--- src/rtl/vram_arbiter_if.sv ---
// Writer-side handshake bundle for the VRAM arbiter: two write ports with ack/err return.
interface vram_arbiter_if #(
  parameter int unsigned DATA_W = 12,
  parameter int unsigned ADDR_W = 15
);
  logic [1:0]        req;
  logic [ADDR_W-1:0] addr0;
  logic [ADDR_W-1:0] addr1;
  logic [DATA_W-1:0] data0;
  logic [DATA_W-1:0] data1;
  logic [1:0]        ack;
  logic              err;

  // Pixel writers drive requests and observe acks
  modport master (
    output req, addr0, addr1, data0, data1,
    input  ack, err
  );

  // Arbiter consumes requests and returns acks
  modport slave (
    input  req, addr0, addr1, data0, data1,
    output ack, err
  );
endinterface

--- src/rtl/vram_arbiter.sv ---
// Single-port VRAM arbiter: display fetch has absolute priority, two writers share
// the remaining slots round-robin. All memory-side and pixel outputs are registered.
module vram_arbiter #(
  parameter int unsigned DATA_W   = 12,
  parameter int unsigned ADDR_W   = 15,
  parameter int unsigned FB_W     = 160,
  parameter int unsigned FB_H     = 120,
  parameter int unsigned SCALE_SH = 2
) (
  input  logic              clk_100MHz,
  input  logic              reset_n,
  input  logic              p_tick,
  input  logic              video_on,
  input  logic [9:0]        x,
  input  logic [9:0]        y,
  vram_arbiter_if.slave     wr,
  output logic              mem_en,
  output logic              mem_we,
  output logic [ADDR_W-1:0] mem_addr,
  output logic [DATA_W-1:0] mem_wdata,
  input  logic [DATA_W-1:0] mem_rdata,
  output logic [DATA_W-1:0] pix_data,
  output logic              pix_valid
);

  // One extra bit so a framebuffer filling the whole address space still compares correctly
  localparam int unsigned CMP_W = ADDR_W + 1;
  localparam logic [CMP_W-1:0] FB_DEPTH = CMP_W'(FB_W * FB_H);

  logic              ptr;
  logic              ptr_nxt;
  logic [1:0]        ack_q;
  logic [1:0]        ack_nxt;
  logic              err_q;
  logic              err_nxt;
  logic              en_nxt;
  logic              we_nxt;
  logic [ADDR_W-1:0] addr_nxt;
  logic [DATA_W-1:0] wdata_nxt;

  logic              disp_c;
  logic [ADDR_W-1:0] row_c;
  logic [ADDR_W-1:0] col_c;
  logic [ADDR_W-1:0] disp_addr_c;
  logic [1:0]        elig_c;
  logic              gnt_c;
  logic [ADDR_W-1:0] gnt_addr_c;
  logic [DATA_W-1:0] gnt_data_c;

  logic              s1_valid;
  logic              s1_on;
  logic              s2_valid;
  logic              s2_on;

  // Display fetch address: screen position scaled down to framebuffer coordinates
  assign disp_c      = p_tick & video_on;
  assign row_c       = ADDR_W'(y >> SCALE_SH);
  assign col_c       = ADDR_W'(x >> SCALE_SH);
  assign disp_addr_c = (row_c * ADDR_W'(FB_W)) + col_c;

  assign wr.ack = ack_q;
  assign wr.err = err_q;

  // Slot decision: display read, else round-robin write (port just acked is masked), else idle
  always_comb begin
    en_nxt     = 1'b0;
    we_nxt     = 1'b0;
    addr_nxt   = mem_addr;
    wdata_nxt  = mem_wdata;
    ack_nxt    = 2'b00;
    err_nxt    = 1'b0;
    ptr_nxt    = ptr;
    elig_c     = wr.req & ~ack_q;
    gnt_c      = elig_c[ptr] ? ptr : ~ptr;
    gnt_addr_c = gnt_c ? wr.addr1 : wr.addr0;
    gnt_data_c = gnt_c ? wr.data1 : wr.data0;
    if (disp_c) begin
      en_nxt   = 1'b1;
      addr_nxt = disp_addr_c;
    end else if (|elig_c) begin
      ack_nxt[gnt_c] = 1'b1;
      ptr_nxt        = ~gnt_c;
      if ({1'b0, gnt_addr_c} >= FB_DEPTH) begin
        err_nxt = 1'b1;
      end else begin
        en_nxt    = 1'b1;
        we_nxt    = 1'b1;
        addr_nxt  = gnt_addr_c;
        wdata_nxt = gnt_data_c;
      end
    end
  end

  // Memory port, handshake and round-robin pointer registers
  always_ff @(posedge clk_100MHz or negedge reset_n) begin
    if (!reset_n) begin
      mem_en    <= 1'b0;
      mem_we    <= 1'b0;
      mem_addr  <= '0;
      mem_wdata <= '0;
      ack_q     <= 2'b00;
      err_q     <= 1'b0;
      ptr       <= 1'b0;
    end else begin
      mem_en    <= en_nxt;
      mem_we    <= we_nxt;
      mem_addr  <= addr_nxt;
      mem_wdata <= wdata_nxt;
      ack_q     <= ack_nxt;
      err_q     <= err_nxt;
      ptr       <= ptr_nxt;
    end
  end

  // Fixed 3-clk pixel pipeline: tick -> read -> rdata -> pix_data (blank ticks yield 0)
  always_ff @(posedge clk_100MHz or negedge reset_n) begin
    if (!reset_n) begin
      s1_valid  <= 1'b0;
      s1_on     <= 1'b0;
      s2_valid  <= 1'b0;
      s2_on     <= 1'b0;
      pix_valid <= 1'b0;
      pix_data  <= '0;
    end else begin
      s1_valid  <= p_tick;
      s1_on     <= disp_c;
      s2_valid  <= s1_valid;
      s2_on     <= s1_on;
      pix_valid <= s2_valid;
      if (s2_valid) begin
        pix_data <= s2_on ? mem_rdata : '0;
      end
    end
  end

endmodule
--- src/flat_wrapper.sv ---
// flat-port wrapper written by rule: the top's interface ports become plain ports
module vram_arbiter_flat 
#(
  parameter int unsigned DATA_W   = 12,
  parameter int unsigned ADDR_W   = 15,
  parameter int unsigned FB_W     = 160,
  parameter int unsigned FB_H     = 120,
  parameter int unsigned SCALE_SH = 2
)
  (clk_100MHz, reset_n, p_tick, video_on, x, y, mem_en, mem_we, mem_addr, mem_wdata, mem_rdata, pix_data, pix_valid, wr_req, wr_addr0, wr_addr1, wr_data0, wr_data1, wr_ack, wr_err);
  vram_arbiter_if #(.DATA_W(DATA_W), .ADDR_W(ADDR_W)) wr_i ();
  input  logic clk_100MHz;
  input  logic reset_n;
  input  logic p_tick;
  input  logic video_on;
  input  logic [9:0] x;
  input  logic [9:0] y;
  output logic mem_en;
  output logic mem_we;
  output logic [ADDR_W-1:0] mem_addr;
  output logic [DATA_W-1:0] mem_wdata;
  input  logic [DATA_W-1:0] mem_rdata;
  output logic [DATA_W-1:0] pix_data;
  output logic pix_valid;
  input wire logic [$bits(wr_i.req)-1:0] wr_req;
  input wire logic [$bits(wr_i.addr0)-1:0] wr_addr0;
  input wire logic [$bits(wr_i.addr1)-1:0] wr_addr1;
  input wire logic [$bits(wr_i.data0)-1:0] wr_data0;
  input wire logic [$bits(wr_i.data1)-1:0] wr_data1;
  output wire logic [$bits(wr_i.ack)-1:0] wr_ack;
  output wire logic [$bits(wr_i.err)-1:0] wr_err;
  assign wr_i.req = wr_req;
  assign wr_i.addr0 = wr_addr0;
  assign wr_i.addr1 = wr_addr1;
  assign wr_i.data0 = wr_data0;
  assign wr_i.data1 = wr_data1;
  assign wr_ack = wr_i.ack;
  assign wr_err = wr_i.err;
  vram_arbiter #(.DATA_W(DATA_W), .ADDR_W(ADDR_W), .FB_W(FB_W), .FB_H(FB_H), .SCALE_SH(SCALE_SH)) u_core (.clk_100MHz(clk_100MHz), .reset_n(reset_n), .p_tick(p_tick), .video_on(video_on), .x(x), .y(y), .wr(wr_i), .mem_en(mem_en), .mem_we(mem_we), .mem_addr(mem_addr), .mem_wdata(mem_wdata), .mem_rdata(mem_rdata), .pix_data(pix_data), .pix_valid(pix_valid));
endmodule
--- config.mk ---
export PLATFORM = sky130hd
export DESIGN_NAME = vram_arbiter_flat
export DESIGN_NICKNAME = d
export VERILOG_FILES = /design/src/rtl/vram_arbiter_if.sv /design/src/rtl/vram_arbiter.sv /design/src/flat_wrapper.sv
export SDC_FILE = /design/constraint.sdc
export NUM_CORES = 1
export LEC_CHECK = 0
export CORE_UTILIZATION = 44
export CTS_BUF_LIST = sky130_fd_sc_hd__clkbuf_4 sky130_fd_sc_hd__clkbuf_8 sky130_fd_sc_hd__clkbuf_16
export CTS_CLUSTER_SIZE = 16
export DETAILED_ROUTE_END_ITERATION = 10
export PLACE_DENSITY = 0.86
export SKIP_LAST_GASP = 1
export SLEW_MARGIN = 15
export SYNTH_ARGS = -nofsm -noshare
export SYNTH_HDL_FRONTEND = slang
export SYNTH_SLANG_ARGS = --single-unit
--- constraint.sdc ---
create_clock -name clk_100MHz -period 3.55 [get_ports clk_100MHz]
set_input_delay 0.355 -clock clk_100MHz [delete_from_list [all_inputs] [get_ports clk_100MHz]]
set_output_delay 0.355 -clock clk_100MHz [all_outputs]
set_load 0.03 [all_outputs]
# --- Yosys cells after proc, flatten, opt, wreduce, memory -nomap -nowiden ---
# Index checks and enable logic that the tools add are counted.
word_totals:
  register_bits: 50
  latchBits: 0
  ramBits: 0
  rom_bits: 0
  word_cells: 53
  memories: 0
classes:
  add_sub_neg: 1
  mul: 1
  div_mod_pow: 0
  magnitude_cmp: 4
  n_eq_ne: 1
  shifts: 0
  mux: 20
  bitwise: 7
  reduce_logical: 6
ops:
  columns: ["operator", "count"]
  rows:
  - ["15-bit two-way mux", 4]
  - ["12-bit two-way mux", 2]
  - ["15-bit by 8-bit adder with 15-bit output", 1]
  - ["15-bit greater-or-equal comparator (second input constant)", 1]
  - ["1-bit two-way mux", 11]
  - ["8-bit by 3-bit multiplier with 10-bit output (second input constant)", 1]
  - ["1-bit by 2-bit less-than comparator with 1-bit output (second input constant)", 2]
  - ["2-bit two-way mux", 2]
  - ["1-bit inverter", 4]
  - ["2-bit AND reduction", 2]
  - ["3-bit AND reduction", 1]
  - ["2-bit bitwise AND", 1]
  - ["2-bit by 1-bit != test with 1-bit output (second input constant)", 1]
  - ["2-bit inverter", 1]
  - ["2-bit nonzero test", 1]
  - ["2-bit OR reduction", 1]
  - ["1-bit bitwise AND", 1]
  - ["1-bit demux with 1-bit select", 1]
  - ["1-bit greater-or-equal comparator (second input constant)", 1]
  - ["1-bit logical AND", 1]

# --- Longest topological paths before layout ---
# Gate-level depths: netlist (run 1).
logic_depth:
  word_depth: 11
  depth_mapped: 10

# --- Least setup slack after synthesis (run 1) ---
# Ideal clock, no wire load.
synth_timing:
  path_kind: "input to register"
  start: "input port y[3]"
  end: "register u_core.mem_addr[14]"
  setup_ps: 82
  arrival_ps: 2169
  required_ps: 3468
  path_slack_ps: 1299
  path_stages: 10
  path_buffers: 0
  cell_sequence: "ha_1 ha_1 inv_1 fa_1 nor2b_1 o31ai_1 xnor2_1 and3_1 a211o_1 a31oi_1"
synth_via:
  elab_chain_cells: 3
synth_lines:
  columns: ["element", "line", "text"]
  rows:
  - ["start: declaration", "flat_wrapper.sv:17", "input logic [9:0] y;"]
  - ["8-bit by 3-bit multiplier with 10-bit output", "vram_arbiter.sv:59", "assign disp_addr_c = (row_c * ADDR_W'(FB_W)) + col_c;"]
  - ["15-bit by 8-bit adder with 15-bit output", "vram_arbiter.sv:59", null]
  - ["15-bit two-way mux", "vram_arbiter.sv:77", "if (disp_c) begin"]
  - ["end signal: assignment", "vram_arbiter.sv:107", "mem_addr <= addr_nxt;"]
  - ["end: declaration", "vram_arbiter.sv:19", "output logic [ADDR_W-1:0] mem_addr,"]
# Every way passes these cells.
# A chain may end at the register's enable or synchronous reset.

# --- Final worst setup path (run 1) ---
# Same ends and word-level chain as after synthesis.

==> results of run 1 <==
[how the worst max path moves through the flow]
stage / startpoint / endpoint / slack [ns] / cells past startpoint
after floorplan: y[3] / u_core.mem_addr[14] / 1.30 / 10
after global placement: y[3] / u_core.mem_addr[14] / 0.66 / 10
after detailed placement: y[3] / u_core.mem_addr[14] / 0.64 / 10
after CTS: y[3] / u_core.mem_addr[14] / 0.95 / 10
after global routing: y[3] / u_core.mem_addr[14] / 0.81 / 11
final: y[3] / u_core.mem_addr[14] / 0.96 / 10
[Yosys cell counts, drive strengths merged (2+ instances only)]
cell type	instances
a211o	3
and3	4
nor3	6
o21a	2
mux2i	31
or2	2
nand2b	2
nor3b	2
a21o	2
xnor2	4
xor2	6
inv	19
o21ai	25
clkbuf	5
nand3	13
a21oi	16
a211oi	2
dfrtp	50
a221oi	3
fa	2
ha	15
buf	7
nand2	12
mux2	11
nor2b	3
nor2	20
[metrics by stage]
stage / utilization, % / cells
floorplan: - / 275
global placement: 69.14 / 472
detailed placement: 69.14 / 472
CTS: 70.79 / 480
global route: 70.83 / 480
finish: 70.83 / 480
[cells by family after synthesis]
kind of cell,count (synthesis),share of synthesized area [%]
AOI/OAI and AO/OA,59,12.80
buffers and inverters,32,5.077
adders and majority gates,17,8.035
muxes,42,15.45
xor gates and xnor gates,10,3.090
and+or+nand+nor,65,11.39
DFF,50,44.15
[critical path, cell delays in order]
cell and delay (ns):
clkdlybuf4s50_1 0.45, ha_1 0.31, ha_1 0.16, inv_1 0.05, fa_1 0.39, xor2_1 0.19, nor4b_1 0.40, and3_1 0.24
o211ai_1 0.09, a31oi_1 0.18
[layout by cell type (no fill, tap or decap), types with 2 or more instances in the layout]
cell type,netlist,final
o21ai_0,20,20
dfrtp_1,50,50
o21ai_1,5,5
a21oi_1,15,15
mux2_2,11,11
buf_4,1,3
o21a_1,2,2
nor3_1,6,6
a211o_1,3,3
a21o_1,2,2
nand2_1,12,12
ha_1,15,15
nor2_1,19,19
clkinv_4,0,2
inv_1,19,19
xor2_1,6,6
nand3_1,13,13
or2_2,2,2
a211oi_1,2,2
clkbuf_8,0,6
and3_1,4,4
a221oi_1,3,3
nor2b_1,3,3
fa_1,2,2
xnor2_1,4,4
mux2i_1,30,30
clkdlybuf4s50_1,0,131
[state kept, by name, summed over array words and instances (netlist names)]
name and flops:
u_core.pix_data 12, u_core.mem_wdata 12, u_core.wr.ack 2, u_core.mem_en 1, u_core.pix_valid 1, u_core.mem_we 1
u_core.s1_valid 1, u_core.mem_addr 15, u_core.s2_valid 1, u_core.wr.err 1, u_core.s1_on 1, u_core.ptr 1
u_core.s2_on 1
[per-layer routing]
metal	routed length [um]	vias up	global-route usage, %
li1	-	1220	-
met1	2945	1147	24.37
met2	3348	92	36.20
met3	537	11	4.505
met4	125	0	8.246
met5	0	-	0
[power groups by stage]
stage          registers (mW)  logic (mW)  clock network [mW]
2_1_floorplan            1.19       0.596                   0
3_3_place_gp            0.847        1.47                   0
3_5_place_dp            0.856        1.49                   0
4_1_cts                 0.847        1.49               0.364
5_1_grt                 0.870        1.58               0.383
6_report                0.847        1.48               0.354
[layout make-up]
cell class                 count  area (um^2)  share of cell area, %
clock inverter                 2        17.52                 0.4080
tap                           75        93.84                  2.186
multi-input combinational    193         1439                  33.52
inverter                      20        75.07                  1.749
clock buffer                   6        82.58                  1.924
timing repair buffer         134         1334                  31.07
sequential                    50         1251                  29.15
==> summary.md, run 1 <==
| Metric | Value |
|---|---|
| CTS clk-pin slew, worst paths | `0.09 ns` |
| All-layer global routing usage | `20.63%` |
| EDFF count, synth | `0` |
| Final setup vio count | `0` |
| Int Pwr | `1.586 mW` |
| Via density per instance | `5.146` |
| Sequential area share after synthesis | `44.15%` |
| Slew Viols, Final | `0` |
| Row count | `28` |
| Hold crit path type | `input pin to asynchronous set/reset pin` |
| Cells after synthesis | `275` |
| Full die area | `0.006766 mm^2` |
| Pre-CTS WS | `0.6411 ns` |
| Congestion Overflow GR | `0` |
| Post-synth top area share | `44.15%` |
| Nets@finish | `513` |
| Fillers | `460` |
| Outcome | `finished clean` |
| Critical path arrival | `2.81 ns` |
| Final period util | `72.89%` |
| Routed Antenna Nets | `0` |
| Number of global-route vias before repair | `2301` |
| Ant. Diodes | `0` |
| Worst setup EP type | `flop` |
| Max Fclk | `0.3865 GHz` |
| Reg2Reg Capture Point | `u_core.mem_addr[14]` |
| IO Pins | `137` |
| H-tree depth | `2` |
| Slew margin rel. | `53.15%` |
| Cts repair resizes | `0` |
| Synthesized cell area | `0.002834 mm^2` |
| Pin count of the biggest net entering global routing | `51` |
| Critical R2R Launch | `u_core.ptr` |
| Min Hold Slack | `0.05676 ns` |
| Worst r2r path cells | `7` |
| DRC | `0` |
| Syn Nets | `384` |
| Combinational share of power | `55.1%` |
| Yosys cell types | `42` |
| Initial antenna violation count | `0` |
| Clock power share | `13.2%` |
| Routed Wire Length | `6957 um` |
| Power Density | `623.4 mW/mm^2` |
| Worst-Margin Slew | `0.6985 ns` |
| CTS root buf | `clkbuf_8` |
| Crit start category | `input pin` |
| FF+latch count, synth | `50` |
| Gpl congestion | `0.8729` |
| Clk sinks | `50` |
| CTS tree | `done` |
| YS warnings | `0` |
| Avg Inst Size Synth | `10.31 um^2` |
| Net Sw Power | `1.091 mW` |
| 1st-pass router iterations | `5` |
| Chip width | `82.26 um` |
| CTS Buf Count | `5` |
| Port buffer count | `132` |
| DR iter-0 viols | `92` |
| Part of the power in registers | `31.7%` |
| Final Cell Area | `0.004293 mm^2` |
| Clock skew | `0.002181 ns` |
| Max Cap Viol | `0` |
| Layout area overhead | `51.48%` |
| Sw frac | `40.75%` |
| # Post-CTS Setup Buffers | `0` |
| Ranking of synthesized cells by area | `dfrtp_1 44%, mux2i_1 11%, ha_1 6.6%, mux2_2 4.4%, o21ai_0 3.5%` |
| Post-CTS Hold Fix Bufs | `0` |
| CP Class | `input pin to flop` |
| RSZ-0062 raised after global routing | `no` |
| Share of cells above drive strength 1 | `7.160%` |
| Latest clock arrival within the worst-skew pair | `0.30 ns` |
| Die height | `82.26 um` |
| Placed cell area | `0.004190 mm^2` |
| First-pass GRT wire length | `10330 um` |
| WP data required | `3.77 ns` |
| CTS max path bufs | `2` |
| Yosys top cell by area | `dfrtp_1` |
| DR WL/cell | `14.49 um` |
| Async set-reset flop share out of synthesis | `100.0%` |
| CORE AREA | `0.006061 mm^2` |
| Routed vias | `2470` |
| VDD IR max | `515.6 uV` |
| Endpoints failing hold | `0` |
| Post-route minimum period | `2.588 ns` |
| Initial cell density of the core | `46.76%` |
| Setup TNS | `0 ns` |
| Critical path fanouts, max | `3` |
| Hpwl dp | `5411 um` |
| Setup slack, reg-to-reg | `1.50 ns` |
| Final WS setup | `0.9625 ns` |
| Ys flop type | `dfrtp_1` |
| Total power | `2.676 mW` |
| Static Leak | `1.843 nW` |
Power figures use the tool's default switching activity.
==> run 2: changes to the inputs <==
--- a/config.mk
+++ b/config.mk
@@ -5,11 +5,11 @@
 export SDC_FILE = /design/constraint.sdc
 export NUM_CORES = 1
 export LEC_CHECK = 0
-export CORE_UTILIZATION = 44
+export CORE_UTILIZATION = 37
 export CTS_BUF_LIST = sky130_fd_sc_hd__clkbuf_4 sky130_fd_sc_hd__clkbuf_8 sky130_fd_sc_hd__clkbuf_16
 export CTS_CLUSTER_SIZE = 16
 export DETAILED_ROUTE_END_ITERATION = 10
-export PLACE_DENSITY = 0.86
+export PLACE_DENSITY = 0.77
 export SKIP_LAST_GASP = 1
 export SLEW_MARGIN = 15
 export SYNTH_ARGS = -nofsm -noshare
==> constraint.sdc (replaced) <==
create_clock -name clk_100MHz -period 2.3 [get_ports clk_100MHz]
set_input_delay 0.23 -clock clk_100MHz [delete_from_list [all_inputs] [get_ports clk_100MHz]]
set_output_delay 0.23 -clock clk_100MHz [all_outputs]
set_load 0.03 [all_outputs]
==> summary.md, run 2 (synthesis gave the netlist of run 1 again) <==
| Metric | Value |
|---|---|
| Largest regs | `u_core.mem_addr: 15 flops, u_core.mem_wdata: 12 flops, u_core.pix_data: 12 flops` |
| Congestion Overflow GR | `0 (unchanged)` |
| Critical R2R Launch | `u_core.ptr` |
| CTS tree | `done` |
| Nets@finish | `541 (+5.5%)` |
| Hpwl dp | `5904 um (+9.1%)` |
| Pre-CTS WS | `-0.4356 ns (-1.077 ns)` |
| Initial antenna violation count | `0 (unchanged)` |
| Fin util | `62.74% (-8.1 points)` |
| CTS root buf | `clkbuf_8` |
| Routed vias | `2565 (+3.8%)` |
| Ant. Diodes | `0 (unchanged)` |
| Initial cell density of the core | `38.66% (-8.1 points)` |
| Port buffer count | `132 (unchanged)` |
| All-layer global routing usage | `18.96% (-1.7 points)` |
| DRC | `0 (unchanged)` |
| H-tree depth | `2 (unchanged)` |
| CP max-delay cell | `fa_2` |
| Routed Antenna Nets | `0 (unchanged)` |
| Slew Viols, Final | `0 (unchanged)` |
| Crit start category | `input pin` |
| Share of cells above drive strength 1 | `15.05% (+7.9 points)` |
| WP data required | `2.52 ns (-1.25 ns)` |
| CP Class | `input pin to flop` |
| Row count | `31 (+11%)` |
| Via density per instance | `4.831 (-6.1%)` |
| IO Pins | `137 (unchanged)` |
| Gpl congestion | `0.8467 (-3.0%)` |
| Worst-Margin Slew | `0.6105 ns (-0.08793 ns)` |
| CP Cell Sequence | `dlygate4sd2_1 > ha_1 > ha_2 > inv_2 > fa_2 > xor2_4 > nor4b_2 > and3_1 > o211ai_1 > a31oi_1` |
| Routed Wire Length | `7414 um (+6.6%)` |
| RSZ-0062 raised after global routing | `no` |
| Fillers | `624 (+36%)` |
| Placed cell area | `0.004420 mm^2 (+5.5%)` |
| CORE AREA | `0.007331 mm^2 (+21%)` |
| Power Density | `927.3 mW/mm^2 (+49%)` |
| HP Start | `u_core.s1_on` |
| First-pass GRT wire length | `11520 um (+11%)` |
| Outcome | `finished clean` |
| Commonest non-fill, non-tap cell in the layout | `clkdlybuf4s50_1` |
| Hold crit path type | `flop to flop` |
| Final period util | `94.79%` |
| Final WS setup | `0.1199 ns (-0.8426 ns)` |
| Chip width | `89.52 um (+8.8%)` |
| Full die area | `0.008013 mm^2 (+18%)` |
| CTS Buf Count | `5 (unchanged)` |
| Static Leak | `2.017 nW (+9.4%)` |
| Most frequent cells in the layout | `124 x clkdlybuf4s50_1, 50 x dfrtp_1, 30 x mux2i_1` |
| Endpoints failing hold | `0 (unchanged)` |
| DR iter-0 viols | `55 (-40%)` |
| Die height | `89.52 um (+8.8%)` |
| Max Fclk | `0.4587 GHz` |
| DR WL/cell | `13.96 um (-3.7%)` |
| Post-route minimum period | `2.180 ns` |
| Latest clock arrival within the worst-skew pair | `0.29 ns (about the same)` |
| 1st-pass router iterations | `6 (+1)` |
| Slew margin rel. | `59.30% (+6.2 points)` |
| CP Launch Point | `y[3]` |
| CTS max path bufs | `2 (unchanged)` |
| Worst setup EP type | `flop` |
| Max reg flops | `15 (unchanged)` |
| Final Cell Area | `0.004599 mm^2 (+7.1%)` |
| Max Cap Viol | `0 (unchanged)` |
| Number of global-route vias before repair | `2517 (+9.4%)` |
| Clk sinks | `50 (unchanged)` |
| VDD IR max | `416.6 uV (-19%)` |
| Layout area overhead | `62.30%` |
| Critical path arrival | `2.40 ns (-0.41 ns)` |
| CTS clk-pin slew, worst paths | `0.09 ns (about the same)` |
| Final setup vio count | `0 (unchanged)` |
| Crit path max-delay family | `adder cells` |
| Pin count of the biggest net entering global routing | `36 (-29%)` |
| Clock skew | `0.005837 ns (+0.003656 ns)` |
| Critical path fanouts, max | `3 (unchanged)` |
| Slowest stage delay, CP | `0.40 ns (-0.05 ns)` |
| Largest Register | `u_core.mem_addr` |
| Worst path bufs/invs | `2 (unchanged)` |
## run 2: changes by cell type in the layout (fill, tap and decap cells not counted), moves of 2 or more
cell             change
ha_1                 -2
dlygate4sd2_1        +2
clkinvlp_4           +2
clkinv_4             -2
clkdlybuf4s50_1      -7
buf_4               +25
dlymetal6s2s_1       +4
nor2b_1              -2
## run 2: path summary, 6_finish.rpt
path                            cells after the start             endpoint  slack (ns)
worst max-delay path                               10  u_core.mem_addr[14]        0.12
worst min-delay path                                0         u_core.s2_on        0.36
worst max register to register                      7  u_core.mem_wdata[9]        0.51
worst min register to register                      0         u_core.s2_on        0.36
max in group asynchronous                           3        u_core.mem_en        1.15
min in group asynchronous                           2  u_core.mem_wdata[3]        0.38
## run 2: through the flow
step                      total power [mW]  hold WS (ns)  cells  setup TNS (ns)
final                                4.265        0.3563    531               0
after detailed placement             3.787        0.1756    521          -1.943
after global routing                 4.525        0.3635    531               0
after global placement               3.737        0.1551    521          -1.394
after CTS                            4.294        0.3612    529               0
after floorplan                      2.757      -0.06559    275               0
## run 2: repair_timing
action	in CTS	in global routing
setup endpoints to repair	4	5
hold buffers	1	0
hold endpoints to repair	15	0
pin swaps	2	10
resized for setup	11	10
setup buffers	0	2
## run 2: worst reg2reg max path, delay by kind of cell (launching register included)
family,cells,cell delay [ns]
AO/OA/AOI/OAI,2,0.27
buffers and inverters,1,0.23
flip-flops,1,0.42
multiplexers,1,0.35
AND/OR/NAND/NOR,3,0.42
## run 2: routing by layer
metal  track usage, %  up-vias  share of wire (%)
li1                 -     1282                  -
met1            22.73     1188                 42
met2            34.91       91                 50
met3            4.063        4                6.8
met4            3.896        0               0.53
met5                0        -                  0
## run 2: layout make-up
type                    instances  area [um^2]  area share (%)
repair buffers                162         1564           34.00
multi-input cells             193         1501           32.64
flip-flops and latches         50         1251           27.20
well taps                      99        123.9           2.693
inverters                      20        75.07           1.632
clock buffers                   5        68.82           1.496
clock inverters                 2        15.01          0.3264
## run 2: power by group
part / switching (mW) / internal (mW) / total (mW) / leakage (nW)
registers: 0.158 / 1.15 / 1.31 / 0.605
logic: 1.29 / 1.18 / 2.47 / 1.38
clock network: 0.277 / 0.208 / 0.485 / 0.0362
total: 1.72 / 2.54 / 4.27 / 2.02
==> run 3: changes to the inputs <==
--- a/config.mk
+++ b/config.mk
@@ -7,7 +7,7 @@
 export LEC_CHECK = 0
 export CORE_UTILIZATION = 37
 export CTS_BUF_LIST = sky130_fd_sc_hd__clkbuf_4 sky130_fd_sc_hd__clkbuf_8 sky130_fd_sc_hd__clkbuf_16
-export CTS_CLUSTER_SIZE = 16
+export CTS_CLUSTER_SIZE = 8
 export DETAILED_ROUTE_END_ITERATION = 10
 export PLACE_DENSITY = 0.77
 export SKIP_LAST_GASP = 1
==> results of run 3 <==
The final DEF is identical to that of run 2; final timing and power are the same.
